**src/rtl/hilo_multdiv_pkg.sv**
```systemverilog
// Shared ALU package: ALU-controller operation codes, HI/LO unit state encoding and iteration count.
// The divide code is only decoded by hilo_multdiv when HILO_MULTDIV_DIVU_EN is defined.
package hilo_multdiv_pkg;

  localparam logic [5:0] ALUCTRL_MULTU = 6'h13;
  localparam logic [5:0] ALUCTRL_DIVU  = 6'h14;

  localparam logic [1:0] ST_IDLE = 2'd0;
  localparam logic [1:0] ST_MUL  = 2'd1;
  localparam logic [1:0] ST_DIV  = 2'd2;

  localparam logic [5:0] ITER_COUNT = 6'd32;

  // An operation code is honoured only if its datapath is built into this configuration.
  function automatic logic is_enabled_op(input logic [5:0] code);
    logic en;
    en = (code == ALUCTRL_MULTU);
`ifdef HILO_MULTDIV_DIVU_EN
    en = en || (code == ALUCTRL_DIVU);
`endif
    return en;
  endfunction

endpackage

```
**src/rtl/hilo_multdiv_if.sv**
```systemverilog
// Request/result bundle between the pipeline (master) and the HI/LO multiply-divide unit (slave).
interface hilo_multdiv_if;

  logic        start;
  logic [5:0]  ALUctrl;
  logic [31:0] op_a;
  logic [31:0] op_b;
  logic        flush;
  logic        busy;
  logic        done;
  logic [31:0] hi;
  logic [31:0] lo;

  modport master (
    output start, ALUctrl, op_a, op_b, flush,
    input  busy, done, hi, lo
  );

  modport slave (
    input  start, ALUctrl, op_a, op_b, flush,
    output busy, done, hi, lo
  );

endinterface

```
**src/rtl/multdiv_step.sv**
```systemverilog
// One radix-2 iteration on the 64-bit working register: shift-add multiply step, and with
// HILO_MULTDIV_DIVU_EN a restoring-divide step (acc = remainder:quotient).
module multdiv_step (
`ifdef HILO_MULTDIV_DIVU_EN
  input  logic        is_div,
`endif
  input  logic [63:0] acc,
  input  logic [31:0] opd,
  output logic [63:0] nxt
);

  logic [32:0] sum_s;
  logic [63:0] mul_nxt_s;
`ifdef HILO_MULTDIV_DIVU_EN
  logic [32:0] rem_s;
  logic        ge_s;
  logic [31:0] diff_s;
`endif

  // Multiply: add multiplicand into the upper half when the LSB is set, then shift right with carry.
  always_comb begin
    sum_s     = {1'b0, acc[63:32]} + (acc[0] ? {1'b0, opd} : 33'h0_0000_0000);
    mul_nxt_s = {sum_s, acc[31:1]};
  end

`ifdef HILO_MULTDIV_DIVU_EN
  // Divide: shift remainder left, trial-subtract divisor; a non-negative result sets the quotient bit.
  // A 33-bit remainder always exceeds the divisor, so the 32-bit difference is exact when ge_s is set.
  always_comb begin
    rem_s  = acc[63:31];
    ge_s   = (rem_s >= {1'b0, opd});
    diff_s = rem_s[31:0] - opd;
    if (is_div) begin
      if (ge_s) begin
        nxt = {diff_s, acc[30:0], 1'b1};
      end else begin
        nxt = {rem_s[31:0], acc[30:0], 1'b0};
      end
    end else begin
      nxt = mul_nxt_s;
    end
  end
`else
  // Multiply-only build: the step is the shift-add result.
  always_comb begin
    nxt = mul_nxt_s;
  end
`endif

endmodule

```
**src/rtl/hilo_multdiv.sv**
```systemverilog
// HI/LO iterative unsigned multiply (and, with HILO_MULTDIV_DIVU_EN, restoring divide) unit.
// FSM, iteration counter and HI/LO registers; per-step arithmetic lives in multdiv_step.
module hilo_multdiv
  import hilo_multdiv_pkg::*;
(
  input  logic           clk,
  input  logic           rst_n,
  hilo_multdiv_if.slave  bus
);

  logic [1:0]  state_r;
  logic [5:0]  cnt_r;
  logic [63:0] acc_r;
  logic [31:0] opd_r;
  logic [31:0] hi_r;
  logic [31:0] lo_r;
  logic        done_r;
  logic        busy_r;

  logic [63:0] step_nxt_s;
  logic        accept_s;
  logic        last_step_s;
  logic        iterating_s;

  // Flush wins over a simultaneous start, so a flushed request is never launched.
  assign accept_s    = bus.start && !bus.flush && is_enabled_op(bus.ALUctrl);
  assign last_step_s = (cnt_r == (ITER_COUNT - 6'd1));
`ifdef HILO_MULTDIV_DIVU_EN
  assign iterating_s = (state_r == ST_MUL) || (state_r == ST_DIV);
`else
  assign iterating_s = (state_r == ST_MUL);
`endif

  multdiv_step u_step (
`ifdef HILO_MULTDIV_DIVU_EN
    .is_div (state_r == ST_DIV),
`endif
    .acc    (acc_r),
    .opd    (opd_r),
    .nxt    (step_nxt_s)
  );

  // Sequencer: launch, 32 iterations, HI/LO write-back with a one-cycle done pulse, or flush abort.
  always_ff @(posedge clk or negedge rst_n) begin
    if (!rst_n) begin
      state_r <= ST_IDLE;
      cnt_r   <= 6'd0;
      acc_r   <= 64'h0;
      opd_r   <= 32'h0;
      hi_r    <= 32'h0;
      lo_r    <= 32'h0;
      done_r  <= 1'b0;
      busy_r  <= 1'b0;
    end else begin
      done_r <= 1'b0;
      if (state_r == ST_IDLE) begin
        if (accept_s) begin
`ifdef HILO_MULTDIV_DIVU_EN
          state_r <= (bus.ALUctrl == ALUCTRL_DIVU) ? ST_DIV : ST_MUL;
`else
          state_r <= ST_MUL;
`endif
          busy_r  <= 1'b1;
          cnt_r   <= 6'd0;
          acc_r   <= {32'h0, bus.op_a};
          opd_r   <= bus.op_b;
        end else begin
          state_r <= ST_IDLE;
          busy_r  <= 1'b0;
        end
      end else if (iterating_s) begin
        if (bus.flush) begin
          state_r <= ST_IDLE;
          busy_r  <= 1'b0;
        end else begin
          acc_r <= step_nxt_s;
          // Counter stops at ITER_COUNT and is only cleared by the next launch.
          cnt_r <= cnt_r + 6'd1;
          if (last_step_s) begin
            state_r <= ST_IDLE;
            busy_r  <= 1'b0;
            hi_r    <= step_nxt_s[63:32];
            lo_r    <= step_nxt_s[31:0];
            done_r  <= 1'b1;
          end else begin
            state_r <= state_r;
            busy_r  <= 1'b1;
          end
        end
      end else begin
        state_r <= ST_IDLE;
        busy_r  <= 1'b0;
      end
    end
  end

  assign bus.busy = busy_r;
  assign bus.done = done_r;
  assign bus.hi   = hi_r;
  assign bus.lo   = lo_r;

endmodule

```
**src/flat_wrapper.sv**
```systemverilog
// flat-port wrapper written by rule: the top's interface ports become plain ports
module hilo_multdiv_flat import hilo_multdiv_pkg::*;
  (clk, rst_n, bus_start, bus_ALUctrl, bus_op_a, bus_op_b, bus_flush, bus_busy, bus_done, bus_hi, bus_lo);
  hilo_multdiv_if bus_i ();
  input  logic clk;
  input  logic rst_n;
  input wire logic [$bits(bus_i.start)-1:0] bus_start;
  input wire logic [$bits(bus_i.ALUctrl)-1:0] bus_ALUctrl;
  input wire logic [$bits(bus_i.op_a)-1:0] bus_op_a;
  input wire logic [$bits(bus_i.op_b)-1:0] bus_op_b;
  input wire logic [$bits(bus_i.flush)-1:0] bus_flush;
  output wire logic [$bits(bus_i.busy)-1:0] bus_busy;
  output wire logic [$bits(bus_i.done)-1:0] bus_done;
  output wire logic [$bits(bus_i.hi)-1:0] bus_hi;
  output wire logic [$bits(bus_i.lo)-1:0] bus_lo;
  assign bus_i.start = bus_start;
  assign bus_i.ALUctrl = bus_ALUctrl;
  assign bus_i.op_a = bus_op_a;
  assign bus_i.op_b = bus_op_b;
  assign bus_i.flush = bus_flush;
  assign bus_busy = bus_i.busy;
  assign bus_done = bus_i.done;
  assign bus_hi = bus_i.hi;
  assign bus_lo = bus_i.lo;
  hilo_multdiv u_core (.clk(clk), .rst_n(rst_n), .bus(bus_i));
endmodule
```
**config.mk**
```make
export PLATFORM = sky130hd
export DESIGN_NAME = hilo_multdiv_flat
export DESIGN_NICKNAME = d
export VERILOG_FILES = /design/src/rtl/hilo_multdiv_pkg.sv /design/src/rtl/hilo_multdiv_if.sv /design/src/rtl/multdiv_step.sv /design/src/rtl/hilo_multdiv.sv /design/src/flat_wrapper.sv
export SDC_FILE = /design/constraint.sdc
export NUM_CORES = 1
export LEC_CHECK = 0
export ABC_AREA = 1
export CAP_MARGIN = 20
export CORE_UTILIZATION = 55
export CTS_CLUSTER_DIAMETER = 50
export CTS_CLUSTER_SIZE = 28
export DETAILED_ROUTE_END_ITERATION = 10
export PLACE_DENSITY_LB_ADDON = 0.15
export SYNTH_ARGS = -nofsm -noshare
export SYNTH_HDL_FRONTEND = slang
export SYNTH_SLANG_ARGS = --single-unit
```
**constraint.sdc**
```tcl
create_clock -name clk -period 4.9 [get_ports clk]
set_input_delay 0.98 -clock clk [delete_from_list [all_inputs] [get_ports clk]]
set_output_delay 0.98 -clock clk [all_outputs]
set_load 0.02 [all_outputs]
```
Word level (Yosys, flattened, before mapping). Index checks and enable logic that the tools add are counted.

Input port bits: 74. Logic and storage cells: 49. Flip-flop bits (word level): 170.

Equal/unequal tests: 6. Reductions and logical operators: 8. Bitwise gates (word level): 2. Add/subtract/negate cells: 2. Muxes and demuxes: 23.

Operators with widths (number): two-way mux 64 bit (4); adder 32 x 33 -> 33 bit (1); two-way mux 32 bit (1); two-way mux 6 bit (4); equality test 6 x 5 -> 1 bit (second input constant) (2); two-way mux 1 bit (10); two-way mux 2 bit (4); adder 6 x 1 -> 6 bit (second input constant) (1); != test 2 x 1 -> 1 bit (second input constant) (2); != test 4 x 3 -> 1 bit (second input constant) (1); AND reduction 4 bit (1); AND reduction 3 bit (1); equality test 2 x 1 -> 1 bit (second input constant) (1); logical AND 1 bit (2); logical NOT 2 bit (1); NOT 1 bit (2); AND reduction 2 bit (1); nonzero test 2 bit (1); logical NOT 1 bit (1).

Depth between registers and ports, before layout.
Depth in word-level cells: 5. Mapped depth: 18. Depth with buffers taken out: 16.

Cells and area by module. Synthesis repeated with hierarchy kept, for this count alone.

Cells, all modules: 1384. Area, all modules: 10179.8 um2.

By module, submodules not included: hilo_multdiv (cells an instance 785, sequential area each 4229.1 um2, times used 1, area an instance 7272.0 um2); multdiv_step (cells an instance 599, sequential area each 0.0 um2, times used 1, area an instance 2907.8 um2).

Worst setup path before layout. Ideal clock, no wire load.

Path type: register to register. From: register u_core.acc_r[0]. To: register u_core.acc_r[59]. Slack: 2.568 ns. Stages on the path, launching flop included: 18. Library setup time: 0.118 ns. Period minus slack after synthesis: 2.332 ns. Buffers on the path: 2. Required time: 4.782 ns. Arrival: 2.214 ns. Cells stage by stage: dfrtp_1 -> clkbuf_1 -> clkbuf_1 -> nand2_1 -> inv_1 -> ha_1 -> inv_1 -> fa_1 -> inv_1 -> nand3_1 -> nand3_1 -> nand3_1 -> nand3_1 -> nand2_1 -> nand2_1 -> nand2_1 -> nand3_1 -> nand2_1.

Word-level cells in the longest chain between the ends: 5.

RTL lines: start, declared (line hilo_multdiv.sv:13) `logic [63:0] acc_r;`; start signal, assigned (line hilo_multdiv.sv:65) `acc_r <= {32'h0, bus.op_a};`; start signal, assigned (line hilo_multdiv.sv:76) `acc_r <= step_nxt_s;`; two-way mux 32 bit (line multdiv_step.sv:22) `sum_s = {1'b0, acc[63:32]} + (acc[0] ? {1'b0, opd} : 33'h0_0000_0000);`; adder 32 x 33 -> 33 bit (line multdiv_step.sv:22); two-way mux 64 bit (line hilo_multdiv.sv:72) `if (bus.flush) begin`; two-way mux 64 bit (line hilo_multdiv.sv:71) `end else if (iterating_s) begin`; two-way mux 64 bit (line hilo_multdiv.sv:56) `if (state_r == ST_IDLE) begin`.

No other way between the ends. The select of a mux whose other input is x is not followed. A chain may end at the register's enable or synchronous reset.

Worst setup path in the final report.
From: register u_core.acc_r[0]. To: register u_core.hi_r[27], in the netlist u_core.bus.hi[27].

Word-level cells in the longest chain between the ends: 2.

RTL lines: two-way mux 32 bit (line multdiv_step.sv:22); adder 32 x 33 -> 33 bit (line multdiv_step.sv:22); end signal, assigned (line hilo_multdiv.sv:82) `hi_r <= step_nxt_s[63:32];`; end, declared (line hilo_multdiv.sv:15) `logic [31:0] hi_r;`.

No other way between the ends.

==> metrics.md <==
| Metric | Value |
|---|---|
| Status | finished clean |
| Vias in the first global route | a little under 8k |
| Drt pass-1 iters | 5 |
| CP Class | reg -> reg |
| Met1 track demand over resource | between 40% and 50% |
| Post-Syn Instances | roughly 1.2k |
| Via density | approximately 5 |
| Initial antenna violation count | 0 |
| RSZ-0062 raised after global routing | no |
| Hold bufs inserted after CTS | 0 |
| CTS H-tree lvls | 4 |
| Largest net degree at the start of global routing | approximately 100 |
| Total Nets Final | roughly 1.4k |
| Met2 usage | ~43% |
| Max IR drop VDD | between 0.2 and 0.3 mV |
| Power share of the clock group | around 38% |
| Die footprint | approximately 17,000 um^2 |
| Logic pwr share | between 10% and 20% |
| Avg Synthesized Cell Area | between 7 and 8 um^2 |
| Post-cts gate resize count | 0 |
| Placed insts | between 1.5k and 2k |
| Worst path cell trace | buf_4 > nand2_1 > fa_1 > inv_1 > nand3_1 > nand3_1 > nand3_1 > nand3_1 > nand2_1 > nand2_1 > nand2_1 > nand3_1 > nand2_1 |
| Critical path capture point type | flop |
| Post-synthesis register bit count | between 150 and 200 |
| Asr flop ratio synth | between 90% and 100% |
| Setup Fix Bufs, Post-CTS | 0 |
| Setup TNS | 0 ps |
| Syn Std Cell Area | around 9300 um^2 |
| Final core utilization | ~69% |
| Buf/Inv on CP | 2 |
| Final Max Tran Viols | 0 |
| P_leak | between 6 and 7 nW |
| Period utilization | 61.9% |
| Sw Share | between 20% and 30% |
| Worst Path Arrival | about 3400 ps |
| Critical path fanouts, max | 18 |
| Most used DFF post-synth | dfrtp_1 |
| Worst slew pin tran | approximately 940 ps |
| Max-cap violation count | 0 |
| Worst skew pair latency | 440 ps |
| Wire per inst | between 10 and 15 um |
| CTS buffer count | 17 |
| Sequential Power Share | 46.4% |
| First-pass GRT wire length | 39.0 mm |
| EDFF count, synth | 0 |
| # diodes | 0 |
| Syn Nets | 1,318 |
| Row cnt | 47 |
| Layout cell share with drive strength beyond 1 | 6.82% |
| Clk root buf | clkbuf_16 |
| Fillers | approximately 1.4k |
| Number of remaining DRC errors | 0 |
| Detail Placement HPWL | 16.9 mm |
| Clock Tree Buf Depth | 2 |
| Buffers on Ports | between 100 and 150 |
| I/O pins | 140 |
| Clock Sinks | 169 |
| Worst Path Required | roughly 5200 ps |
| Layout Skew | roughly 17 ps |
| Kind of cell adding the most delay to the critical path | simple AND/OR/NAND/NOR gates |
| Worst Setup Start Kind | flop |
| Sequential-to-total area share from yosys stat | 45.5% |
| DRT antenna net count | 0 |
| Placer congestion estimate | 0.926 |
| Worst R2R Setup Slack | 1870 ps |
| Area delta synth->final | 22.6% |
| CP max stage cell | dfrtp_1 |
| Count of final setup violators | 0 |
| Met3 GRT Util | under 10% |
| Sw power | approximately 1.0 mW |
| Die span in x | roughly 130 um |
| Post-route minimum period | roughly 3000 ps |
| Tightest Hold Check Type | reg -> reg |
| Initial DRC count | 587 |
| Slew Limit Headroom | a little under two fifths |
| Busiest grt layer | met2 |
| Reg clk slew, reported paths | around 80 ps |
| Total Routing Usage GR | between 20% and 30% |
| Cell-internal power | 2.44 mW |
| Total wire length | ~23 mm |
| CTS tree | done |
| Core Region | around 17,000 um^2 |
| Commonest non-fill, non-tap cell in the layout | nand2_1 |
| Initial core utilization | 56.3% |
| Via count | just over 8k |
| Library cells used by synthesis | 39 |
| Hold Fails Final Rpt | 0 |
| CP peak stage delay | between 700 and 800 ps |
| PwrDens | around 300 nW/um^2 |
| Remaining Overflow, GRT | 0 |
| Worst hold slack | around 480 ps |
| Die height | 132 um |
| Post-route insts no fill | around 1.6k |
| Fmax | approximately 330 MHz |
| Highest-count cells in the layout ignoring fill and taps | nand2_1 (440), inv_1 (183), dfrtp_1 (168) |
| Warning count from the yosys run | 0 |
## power by group through the flow
stage / clock (mW) / combinational, mW / sequential, mW
floorplan: 0 / 0.321 / 1.62
CTS: 1.34 / 0.548 / 1.60
detailed placement: 0 / 0.546 / 1.63
global route: 1.39 / 0.612 / 1.62
finish: 1.31 / 0.542 / 1.60
global placement: 0 / 0.531 / 1.62
## cell usage after synthesis (5+ instances only)
cell      instances  area share [%]
inv_1           183             7.4
clkbuf_1         17            0.69
o21ai_1          36             1.9
o211ai_1         31             2.5
buf_2            14            0.75
o21ai_0          49             2.6
ha_1             33             4.4
mux2_2           32             3.9
a21oi_1          23             1.2
nand3_1          65             3.5
nand2_1         440              18
dfrtp_1         169              45
nor2_1           53             2.1
nand3b_1          5            0.40
nor3_1            5            0.27
xnor2_1          11             1.0
buf_6             6            0.73
## tightest hold or removal path, cell delays in order (launching register included)
cell and delay [ps]:
dfrtp_1 340, nand2_1 50, o21ai_0 60
## through the flow
step / worst slack (ps) / area, um^2 / power [mW]
2_1_floorplan: 2570 / 9300 / 1.94
3_3_place_gp: 1590 / 10800 / 2.16
3_5_place_dp: 1550 / 10800 / 2.17
4_1_cts: 1890 / 11400 / 3.49
5_1_grt: 1660 / 11400 / 3.63
6_report: 1870 / 11400 / 3.46
## kinds of logic (layout without fill, tap and decap cells)
kind of cell | count (synthesis) | in the layout | share of synthesized area (%)
AO/OA/AOI/OAI | 152 | 152 | 9.38
XOR/XNOR | 13 | 13 | 1.22
adder cells (fa/ha/maj) | 34 | 34 | 4.66
buffers and inverters | 228 | 367 | 9.93
flip-flops | 169 | 169 | 45.5
multiplexers | 32 | 32 | 3.88
AND/OR/NAND/NOR | 582 | 582 | 25.5
## metal layers
metal / vias up / wire [um]
met5: - / 0
met4: 0 / 401
met3: 23 / 1490
met2: 198 / 10400
met1: 3786 / 11100
li1: 4039 / -
## registers in the layout, summed over array words and instances (netlist names)
signal,count
u_core.acc_r,64
u_core.bus.busy,1
u_core.bus.done,1
u_core.bus.hi,32
u_core.bus.lo,32
u_core.cnt_r,6
u_core.opd_r,32
u_core.state_r,1
## final cells by class
class                           count  area (um^2)  share of cell area (%)
Sequential cell                   169         4230                    37.1
Tap cell                          220          275                    2.41
Multi-Input combinational cell    813         4150                    36.4
Inverter                          187          703                    6.17
Clock buffer                       17          425                    3.73
Timing Repair Buffer              148         1460                    12.8
Clock inverter                     15          158                    1.38
## worst paths after layout
kind / endpoint / cells past startpoint / startpoint
worst max-delay path: u_core.bus.hi[27] / 13 / u_core.acc_r[0]
worst min-delay path: u_core.bus.hi[8] / 2 / u_core.bus.hi[8]
worst max register to register: u_core.bus.hi[27] / 13 / u_core.acc_r[0]
worst min register to register: u_core.bus.hi[8] / 2 / u_core.bus.hi[8]
max in group asynchronous: u_core.bus.lo[20] / 2 / rst_n
min in group asynchronous: u_core.opd_r[6] / 1 / rst_n
Note: power is estimated with default switching activity, not from simulation.
==> RTL change (same settings) <==
Make the reset (`rst_n`) synchronous in one clocked block.
--- a/src/rtl/hilo_multdiv.sv
+++ b/src/rtl/hilo_multdiv.sv
@@ -41,7 +41,7 @@
   );
 
   // Sequencer: launch, 32 iterations, HI/LO write-back with a one-cycle done pulse, or flush abort.
-  always_ff @(posedge clk or negedge rst_n) begin
+  always_ff @(posedge clk) begin
     if (!rst_n) begin
       state_r <= ST_IDLE;
       cnt_r   <= 6'd0;
Check against the original RTL: differs if rst_n is asserted again (counterexample within 4 cycles, from zero or initial values and one cycle with rst_n low); with rst_n held inactive, the same outputs for 10 cycles.
==> RTL change against the original RTL <==
Cell area fell by 3.6%; fmax decreased by 9.9%; hold slack got worse by 0.033 ns; synthesized area fell by 3.5%; routed wire length up 2.1%; sequential cell count is the same; worst setup slack got worse by 0.33 ns.
Power is not compared: it rests on default switching activity, and its combinational part moved more than twofold at a synthesized area within 25%.
==> RTL change: results (changes against the original RTL) <==
| Metric | This run | Unit | vs unedited |
| --- | --- | --- | --- |
| Row cnt | 46 | - | -2.1% |
| Critical path data arrival time | 3.75 | ns | +0.38 ns |
| Mux contribution to synthesized area | 0 | % | -3.9 points |
| Mean Syn Cell Area | 6.51 | um^2 | -15% |
| Post-synthesis async set-or-reset flop share | 0 | % | -100 points |
| Number of DRC markers after the initial detailed-route iteration | 688 | - | +17% |
| Adder and majority cell fraction of the synthesized area | 4.82 | % | +0.17 points |
| Pin count of the biggest net entering global routing | 78 | - | -23% |
| Net count of the finished layout | 1594 | - | +10% |
| DP Area | 0.0104 | mm^2 | -4.0% |
| Maximum cell stage delay along the critical path | 0.85 | ns | +0.06 ns |
| Top cells by area in the synthesized netlist | dfxtp_1, nand2_1, inv_1, nor2_1, o21ai_0 | - |  |
| Synth top cells by count | nand2_1, inv_1, nor2_1, dfxtp_1, o21ai_0 | - |  |
| Max Fclk | 0.297 | GHz | -9.9% |
| Routability congestion estimate from global placement | 0.912 | - | -1.6% |
| Worst hold slack across all endpoints | 0.447 | ns | -0.0335 ns |
| Share of layout cells above drive strength 1 | 3.94 | % | -2.9 points |
| Register area share after synthesis | 37.7 | % | -7.8 points |
| Initial DRT Pass Iterations | 7 | - | +2 |
| Maximum clock skew at final layout | 0.0124 | ns | -0.00413 ns |
| Slew at the pin closest to its max-slew limit | 0.815 | ns | -0.126 ns |
| Result of the run | complete, no violations | - |  |
| Number of standard cells in the final layout excluding fillers | 1715 | - | +9.3% |
| Maximum net fanout on the critical path | 49 | - | +31 |
| Average routed wire per standard cell | 13.9 | um | -6.6% |
| Register area | 0.00338 | mm^2 | -20% |
| Total global routing track utilization | 29.2 | % | +0.75 points |
| Post-placement worst setup slack | 1.42 | ns | -0.130 ns |
| Fraction of synthesized cell area in xor and xnor cells | 1.46 | % | +0.24 points |
| Dpl hpwl | 16500 | um | -2.7% |
| Number of global-route vias before repair | 8147 | - | +6.1% |
| Crit-path slowest cell | dfxtp_1 | - |  |
| Synthesized-area fraction occupied by ao, oa, aoi and oai cells | 15.1 | % | +5.7 points |
## RTL change: path summary, 6_finish.rpt
check | startpoint | end | depth (start not counted)
setup / recovery | u_core.state_r[0] | u_core.cnt_r[5] | 10
hold / removal | u_core.bus.hi[1] | u_core.bus.hi[1] | 2
hold reg to reg | u_core.bus.hi[1] | u_core.bus.hi[1] | 2
setup reg to reg | u_core.state_r[0] | u_core.cnt_r[5] | 10
## RTL change: layer usage
layer | wire length [um] | up-vias | track usage (%)
met5 | 0 | - | 0
met4 | 325 | 0 | 8.76
met3 | 1330 | 24 | 6.11
met2 | 11100 | 214 | 49.0
met1 | 11100 | 3924 | 37.8
li1 | - | 4510 | -
## RTL change: area by class of cell
| class | count | area share, % |
|---|---|---|
| Sequential cell | 169 | 30.8 |
| Clock buffer | 17 | 3.87 |
| Clock inverter | 15 | 1.67 |
| Multi-Input combinational cell | 953 | 41.2 |
| Inverter | 196 | 6.69 |
| Tap cell | 216 | 2.46 |
| Timing Repair Buffer | 149 | 13.3 |
